[config.mk]
export PLATFORM = sky130hd
export DESIGN_NAME = instr_loader_flat
export DESIGN_NICKNAME = d
export VERILOG_FILES = /design/src/rtl/instr_loader_if.sv /design/src/rtl/instr_loader.sv /design/src/flat_wrapper.sv
export SDC_FILE = /design/constraint.sdc
export NUM_CORES = 1
export LEC_CHECK = 0
export CAP_MARGIN = 20
export CELL_PAD_IN_SITES_DETAIL_PLACEMENT = 1
export CELL_PAD_IN_SITES_GLOBAL_PLACEMENT = 1
export CORE_ASPECT_RATIO = 0.6
export CORE_MARGIN = 1.5
export CORE_UTILIZATION = 25
export CTS_CLUSTER_SIZE = 30
export DETAILED_ROUTE_END_ITERATION = 16
export PLACE_DENSITY = 0.63
export SETUP_SLACK_MARGIN = 0.2
export SYNTH_ARGS = -nofsm -noshare
export SYNTH_HDL_FRONTEND = slang
export SYNTH_SLANG_ARGS = --single-unit
[constraint.sdc]
create_clock -name clk_i -period 3.86 [get_ports clk_i]
set_clock_uncertainty 0.2 [all_clocks]
set_input_delay 0.579 -clock clk_i [delete_from_list [all_inputs] [get_ports clk_i]]
set_output_delay 0.579 -clock clk_i [all_outputs]
set_load 0.005 [all_outputs]
[src/rtl/instr_loader_if.sv]
// Byte-stream / instruction-memory bundle for instr_loader.
// master = stream source and memory/CPU side; slave = the loader itself.
interface instr_loader_if #(
  parameter int AW = 6
);
  logic [7:0]  byte_i;
  logic        byte_vld_i;
  logic        imem_we_o;
  logic [AW-1:0] imem_addr_o;
  logic [31:0] imem_wdata_o;
  logic        cpu_rst_o;
  logic        cpu_start_o;
  logic        busy_o;
  logic        err_o;
  logic [AW:0] word_cnt_o;

  modport master (
    output byte_i, byte_vld_i,
    input  imem_we_o, imem_addr_o, imem_wdata_o, cpu_rst_o, cpu_start_o,
           busy_o, err_o, word_cnt_o
  );

  modport slave (
    input  byte_i, byte_vld_i,
    output imem_we_o, imem_addr_o, imem_wdata_o, cpu_rst_o, cpu_start_o,
           busy_o, err_o, word_cnt_o
  );
endinterface

[src/rtl/instr_loader.sv]
// Framed byte-serial instruction loader and CPU boot sequencer.
// Define INSTR_LOADER_CSUM_EN to require a trailing XOR checksum byte.
module instr_loader #(
  parameter int DEPTH = 64,
  parameter int AW    = 6
) (
  input logic           clk_i,
  input logic           reset,
  instr_loader_if.slave bus
);

  typedef enum logic [2:0] {
    S_IDLE,
    S_LEN,
    S_DATA,
    S_TRAIL,
    S_DONE,
    S_ERR
`ifdef INSTR_LOADER_CSUM_EN
    , S_CSUM
`endif
  } state_t;

  state_t        state_q, state_d;
  logic [23:0]   shift_q, shift_d;
  logic [1:0]    idx_q, idx_d;
  logic [AW:0]   len_q, len_d;
  logic [AW:0]   cnt_q, cnt_d;
  logic [AW:0]   cnt_inc;
  logic          we_q, we_d;
  logic [AW-1:0] addr_q, addr_d;
  logic [31:0]   wdata_q, wdata_d;
  logic          start_q, start_d;
  logic          cpu_rst_q, cpu_rst_d;
  logic          busy_q, busy_d;
  logic          err_q, err_d;
`ifdef INSTR_LOADER_CSUM_EN
  logic [7:0]    csum_q, csum_d;
`endif

  assign cnt_inc = cnt_q + 1'b1;

  always_comb begin
    state_d = state_q;
    shift_d = shift_q;
    idx_d   = idx_q;
    len_d   = len_q;
    cnt_d   = cnt_q;
    addr_d  = addr_q;
    wdata_d = wdata_q;
    we_d    = 1'b0;
`ifdef INSTR_LOADER_CSUM_EN
    csum_d  = csum_q;
`endif
    if (bus.byte_vld_i) begin
      case (state_q)
        S_IDLE, S_DONE: begin
          if (bus.byte_i == 8'hFE) begin
            state_d = S_LEN;
            cnt_d   = '0;
          end
        end
        S_LEN: begin
          if (bus.byte_i == 8'h00 || int'(bus.byte_i) > DEPTH) begin
            state_d = S_ERR;
          end else begin
            len_d   = bus.byte_i[AW:0];
            idx_d   = '0;
            addr_d  = '0;
            state_d = S_DATA;
`ifdef INSTR_LOADER_CSUM_EN
            csum_d  = '0;
`endif
          end
        end
        S_DATA: begin
          shift_d = {shift_q[15:0], bus.byte_i};
`ifdef INSTR_LOADER_CSUM_EN
          csum_d  = csum_q ^ bus.byte_i;
`endif
          if (idx_q == 2'd3) begin
            we_d    = 1'b1;
            wdata_d = {shift_q, bus.byte_i};
            addr_d  = cnt_q[AW-1:0];
            cnt_d   = cnt_inc;
            idx_d   = '0;
            if (cnt_inc == len_q) state_d = S_TRAIL;
          end else begin
            idx_d = idx_q + 2'd1;
          end
        end
        S_TRAIL: begin
`ifdef INSTR_LOADER_CSUM_EN
          state_d = (bus.byte_i == 8'hFF) ? S_CSUM : S_ERR;
`else
          state_d = (bus.byte_i == 8'hFF) ? S_DONE : S_ERR;
`endif
        end
`ifdef INSTR_LOADER_CSUM_EN
        S_CSUM: state_d = (bus.byte_i == csum_q) ? S_DONE : S_ERR;
`endif
        default: ;
      endcase
    end

    // Status outputs are registered copies of what the next state implies.
    busy_d    = (state_d == S_LEN) || (state_d == S_DATA) || (state_d == S_TRAIL)
`ifdef INSTR_LOADER_CSUM_EN
                || (state_d == S_CSUM)
`endif
                ;
    err_d     = (state_d == S_ERR);
    cpu_rst_d = (state_d != S_DONE);
    start_d   = (state_d == S_DONE) && (state_q != S_DONE);
  end

  always_ff @(posedge clk_i) begin
    if (reset) begin
      state_q   <= S_IDLE;
      shift_q   <= '0;
      idx_q     <= '0;
      len_q     <= '0;
      cnt_q     <= '0;
      we_q      <= 1'b0;
      addr_q    <= '0;
      wdata_q   <= '0;
      start_q   <= 1'b0;
      cpu_rst_q <= 1'b1;
      busy_q    <= 1'b0;
      err_q     <= 1'b0;
`ifdef INSTR_LOADER_CSUM_EN
      csum_q    <= '0;
`endif
    end else begin
      state_q   <= state_d;
      shift_q   <= shift_d;
      idx_q     <= idx_d;
      len_q     <= len_d;
      cnt_q     <= cnt_d;
      we_q      <= we_d;
      addr_q    <= addr_d;
      wdata_q   <= wdata_d;
      start_q   <= start_d;
      cpu_rst_q <= cpu_rst_d;
      busy_q    <= busy_d;
      err_q     <= err_d;
`ifdef INSTR_LOADER_CSUM_EN
      csum_q    <= csum_d;
`endif
    end
  end

  assign bus.imem_we_o    = we_q;
  assign bus.imem_addr_o  = addr_q;
  assign bus.imem_wdata_o = wdata_q;
  assign bus.cpu_start_o  = start_q;
  assign bus.cpu_rst_o    = cpu_rst_q;
  assign bus.busy_o       = busy_q;
  assign bus.err_o        = err_q;
  assign bus.word_cnt_o   = cnt_q;

endmodule

[src/flat_wrapper.sv]
// flat-port wrapper written by rule: the top's interface ports become plain ports
module instr_loader_flat 
#(
  parameter int DEPTH = 64,
  parameter int AW    = 6
)
  (clk_i, reset, bus_byte_i, bus_byte_vld_i, bus_imem_we_o, bus_imem_addr_o, bus_imem_wdata_o, bus_cpu_rst_o, bus_cpu_start_o, bus_busy_o, bus_err_o, bus_word_cnt_o);
  instr_loader_if #(.AW(AW)) bus_i ();
  input logic clk_i;
  input logic reset;
  input wire logic [$bits(bus_i.byte_i)-1:0] bus_byte_i;
  input wire logic [$bits(bus_i.byte_vld_i)-1:0] bus_byte_vld_i;
  output wire logic [$bits(bus_i.imem_we_o)-1:0] bus_imem_we_o;
  output wire logic [$bits(bus_i.imem_addr_o)-1:0] bus_imem_addr_o;
  output wire logic [$bits(bus_i.imem_wdata_o)-1:0] bus_imem_wdata_o;
  output wire logic [$bits(bus_i.cpu_rst_o)-1:0] bus_cpu_rst_o;
  output wire logic [$bits(bus_i.cpu_start_o)-1:0] bus_cpu_start_o;
  output wire logic [$bits(bus_i.busy_o)-1:0] bus_busy_o;
  output wire logic [$bits(bus_i.err_o)-1:0] bus_err_o;
  output wire logic [$bits(bus_i.word_cnt_o)-1:0] bus_word_cnt_o;
  assign bus_i.byte_i = bus_byte_i;
  assign bus_i.byte_vld_i = bus_byte_vld_i;
  assign bus_imem_we_o = bus_i.imem_we_o;
  assign bus_imem_addr_o = bus_i.imem_addr_o;
  assign bus_imem_wdata_o = bus_i.imem_wdata_o;
  assign bus_cpu_rst_o = bus_i.cpu_rst_o;
  assign bus_cpu_start_o = bus_i.cpu_start_o;
  assign bus_busy_o = bus_i.busy_o;
  assign bus_err_o = bus_i.err_o;
  assign bus_word_cnt_o = bus_i.word_cnt_o;
  instr_loader #(.DEPTH(DEPTH), .AW(AW)) u_core (.clk_i(clk_i), .reset(reset), .bus(bus_i));
endmodule
==> qor.txt <==
sequential area share after synthesis: 49.48%
worst-margin pin slew: 0.7417 ns
largest net degree at the start of global routing: 46
core area: 13630 um2
final WL: 10600 um
Max Freq: 352.8 MHz
Skew-Pair Late Insertion Delay: 0.34 ns
Cell variety after synth: 48
layout cells sized above 1: 7.025%
Worst setup EP type: flop
YS warnings: 0
Worst Path Arrival: 2.84 ns
CP Launch Point: bus_byte_vld_i
Int Power: 1472 uW
Max clock buf depth: 2
synth-to-layout area growth: 30.89%
Num CTS Buffers: 9
Buffers on Ports: 60
critical path class: input pin to flop
Inserted Diodes: 0
Clock transition at path regs: 0.06 ns
Post-CTS Setup Bufs: 0
Cells after Synth: 430
vias per inst: 4.769
switching pwr: 406.7 uW
Flop pwr share: 47.2%
metal3 WL: 401 um
total iterations of the first detailed-routing run: 4
Synth Area per Inst: 8.092 um2
largest area contributor in the netlist: dfxtp_1
commonest non-fill, non-tap cells in the layout: nand2_1 (125), dfxtp_1 (86), a21oi_1 (74), clkdlybuf4s50_1 (59), nor2_1 (25)
Die ar.: 14660 um2
drt drc: 0
synthesized area: 3480 um2
worst rel slew slack: 50.32%
GRT Residual Overflow: 0
first-pass GRT wire length: 17110 um
Fin Setup TNS: 0 ns
Final GP Congestion: 0.7883
RSZ-0062 raised after global routing: no
pwr/cell area: 412.5 nW/um2
end of the critical path: u_core.bus.word_cnt_o[3]$_SDFFE_PP0P_
Total GRT Usage: 15.19%
Post-DRT Antenna Nets: 0
site row count: 33
number of synthesized flops with an enable pin: 0
wire length on met1: 5610 um
final setup vio count: 0
startpoint types: input pin
fin. max-slew vios: 0
post-route cell area: 4554 um2
Clock Power Share: 50.0%
CTS tree: done
max_cap viols: 0
asr flop ratio synth: 0%
main area contributors after synthesis: dfxtp_1 (49%), nand2_1 (13%), a21oi_1 (11%), nor2_1 (2.7%), clkbuf_1 (2.2%)
combinational power share: 2.8%
Worst R2R Start: u_core.state_q[1]$_SDFF_PP0_
minimum clock period: 2.835 ns
antenna violations before repair: 0
area post-placement: 4232 um2
crit share post-route: 73.44%
Net Count, Synth: 443
post_cts resized: 0
fillers: 1634
Final HPWL DP: 7464 um
Worst Reg2Reg Path Length in Cells: 5
htree depth: 3
maximum VDD drop: 0.0002027 V
type of the most critical hold path: flop to flop
reg-to-reg endpoint: u_core.bus.word_cnt_o[3]$_SDFFE_PP0P_
CTS Root Cell: clkbuf_16
Final nets: 492
met2 routed WL: 4525 um
I/O pin count: 61
vias in the first global route: 3221
post-DR wirelength/cell: 16.08 um
Chip Width: 155.3 um
Worst R2R Setup Slack: 1.44 ns
Top Layer Used: met4
Vias: 3143
CP Max Fanout: 23
prevailing post-synth register cell: dfxtp_1
final number of hold-violating endpoints: 0
post-synth top area share: 49.48%
Initial Util: 25.54%
most common cell after layout, fill and taps aside: nand2_1
leakage: 0.001493 uW
CTS sink count: 86
DIE HEIGHT: 94.39 um
Iter 0 DRT Violations: 175
outcome: finished, final reports clean
Post-CTS Hold Fix Bufs: 0
Sw Ratio: 21.65%
CP required: 3.86 ns
synthesis-stage register bit count: 86
-- kinds of logic (layout without fill, tap and decap cells) --
group / after synthesis / count (layout) / synth area share, %
and+or+nand+nor: 190 / 190 / 24.13
AOI/OAI and AO/OA: 105 / 105 / 17.91
DFF: 86 / 86 / 49.48
buffers and inverters: 32 / 86 / 3.740
xor gates and xnor gates: 8 / 8 / 2.013
muxes: 7 / 7 / 2.014
adders and majority gates: 2 / 2 / 0.7191
-- per-stage QoR --
stage               instances  hold slack [ns]  setup WS [ns]  total power [uW]  utilization, %
floorplan                 430           0.2321          1.750             932.6               -
global placement          643           0.2438         0.8271             958.8           31.06
detailed placement        643           0.2481         0.7339             960.5           31.06
CTS                       659           0.2569          1.069              1903           33.43
global route              659           0.2817         0.7775              1948           33.43
finish                    659           0.2572          1.025              1879           33.43
-- power by group through the flow --
stage | clock network [uW] | registers, uW | logic, uW
5_1_grt | 1000 | 886 | 57.1
3_3_place_gp | 0 | 907 | 51.5
2_1_floorplan | 0 | 907 | 25.3
3_5_place_dp | 0 | 907 | 53.1
4_1_cts | 963 | 887 | 53.5
6_report | 939 | 887 | 53.0
-- synth_stat cells, types with 4 or more instances --
master,count
mux2i_1,7
a21oi_1,74
o21ai_0,12
dfxtp_1,86
nor2_1,25
xor2_1,4
nand3_1,6
and3_1,6
buf_2,8
clkbuf_1,20
xnor2_1,4
nand2_1,125
-- area by class of cell --
cell class                 instances  area (um2)  share of cell area (%)
tap                              175       219.0                   4.808
inverter                           2       7.507                  0.1648
timing repair buffer              68       655.6                   14.40
clock buffer                       9       225.2                   4.945
clock inverter                     7       97.59                   2.143
sequential                        86        1722                   37.80
multi-input combinational        312        1628                   35.74
-- metal layers --
metal | vias up | global-route usage [%]
met5 | - | 0
met4 | 0 | 4.762
met3 | 4 | 3.580
met2 | 59 | 22.98
met1 | 1521 | 21.38
li1 | 1559 | -
-- worst min path at each step --
stage          slack (ns)                                        to                                     from  cells after the start
3_3_place_gp         0.24   u_core.bus.imem_wdata_o[9]$_SDFFE_PP0P_  u_core.bus.imem_wdata_o[9]$_SDFFE_PP0P_                      2
3_5_place_dp         0.25           u_core.shift_q[16]$_SDFFE_PP0P_          u_core.shift_q[16]$_SDFFE_PP0P_                      2
4_1_cts              0.26           u_core.shift_q[16]$_SDFFE_PP0P_          u_core.shift_q[16]$_SDFFE_PP0P_                      2
5_1_grt              0.28  u_core.bus.imem_wdata_o[30]$_SDFFE_PP0P_          u_core.shift_q[22]$_SDFFE_PP0P_                      2
2_1_floorplan        0.23  u_core.bus.imem_wdata_o[24]$_SDFFE_PP0P_          u_core.shift_q[16]$_SDFFE_PP0P_                      2
6_report             0.26           u_core.shift_q[16]$_SDFFE_PP0P_          u_core.shift_q[16]$_SDFFE_PP0P_                      2
-- flip-flops by register name, indices dropped and copies added, names as in the netlist --
| signal | count |
|---|---|
| u_core.bus.word_cnt_o | 7 |
| u_core.bus.busy_o | 1 |
| u_core.bus.err_o | 1 |
| u_core.len_q | 7 |
| u_core.bus.imem_we_o | 1 |
| u_core.state_q | 3 |
| u_core.idx_q | 2 |
| u_core.bus.imem_addr_o | 6 |
| u_core.bus.cpu_rst_o | 1 |
| u_core.bus.cpu_start_o | 1 |
| u_core.bus.imem_wdata_o | 32 |
| u_core.shift_q | 24 |
-- critical path, stage by stage --
cell	delay, ns
clkdlybuf4s50_1	0.56
nor2b_1	0.54
and2_1	0.29
buf_4	0.30
nor2_1	0.20
o21ai_0	0.27
a21oi_1	0.09
Power figures use the tool's default switching activity.
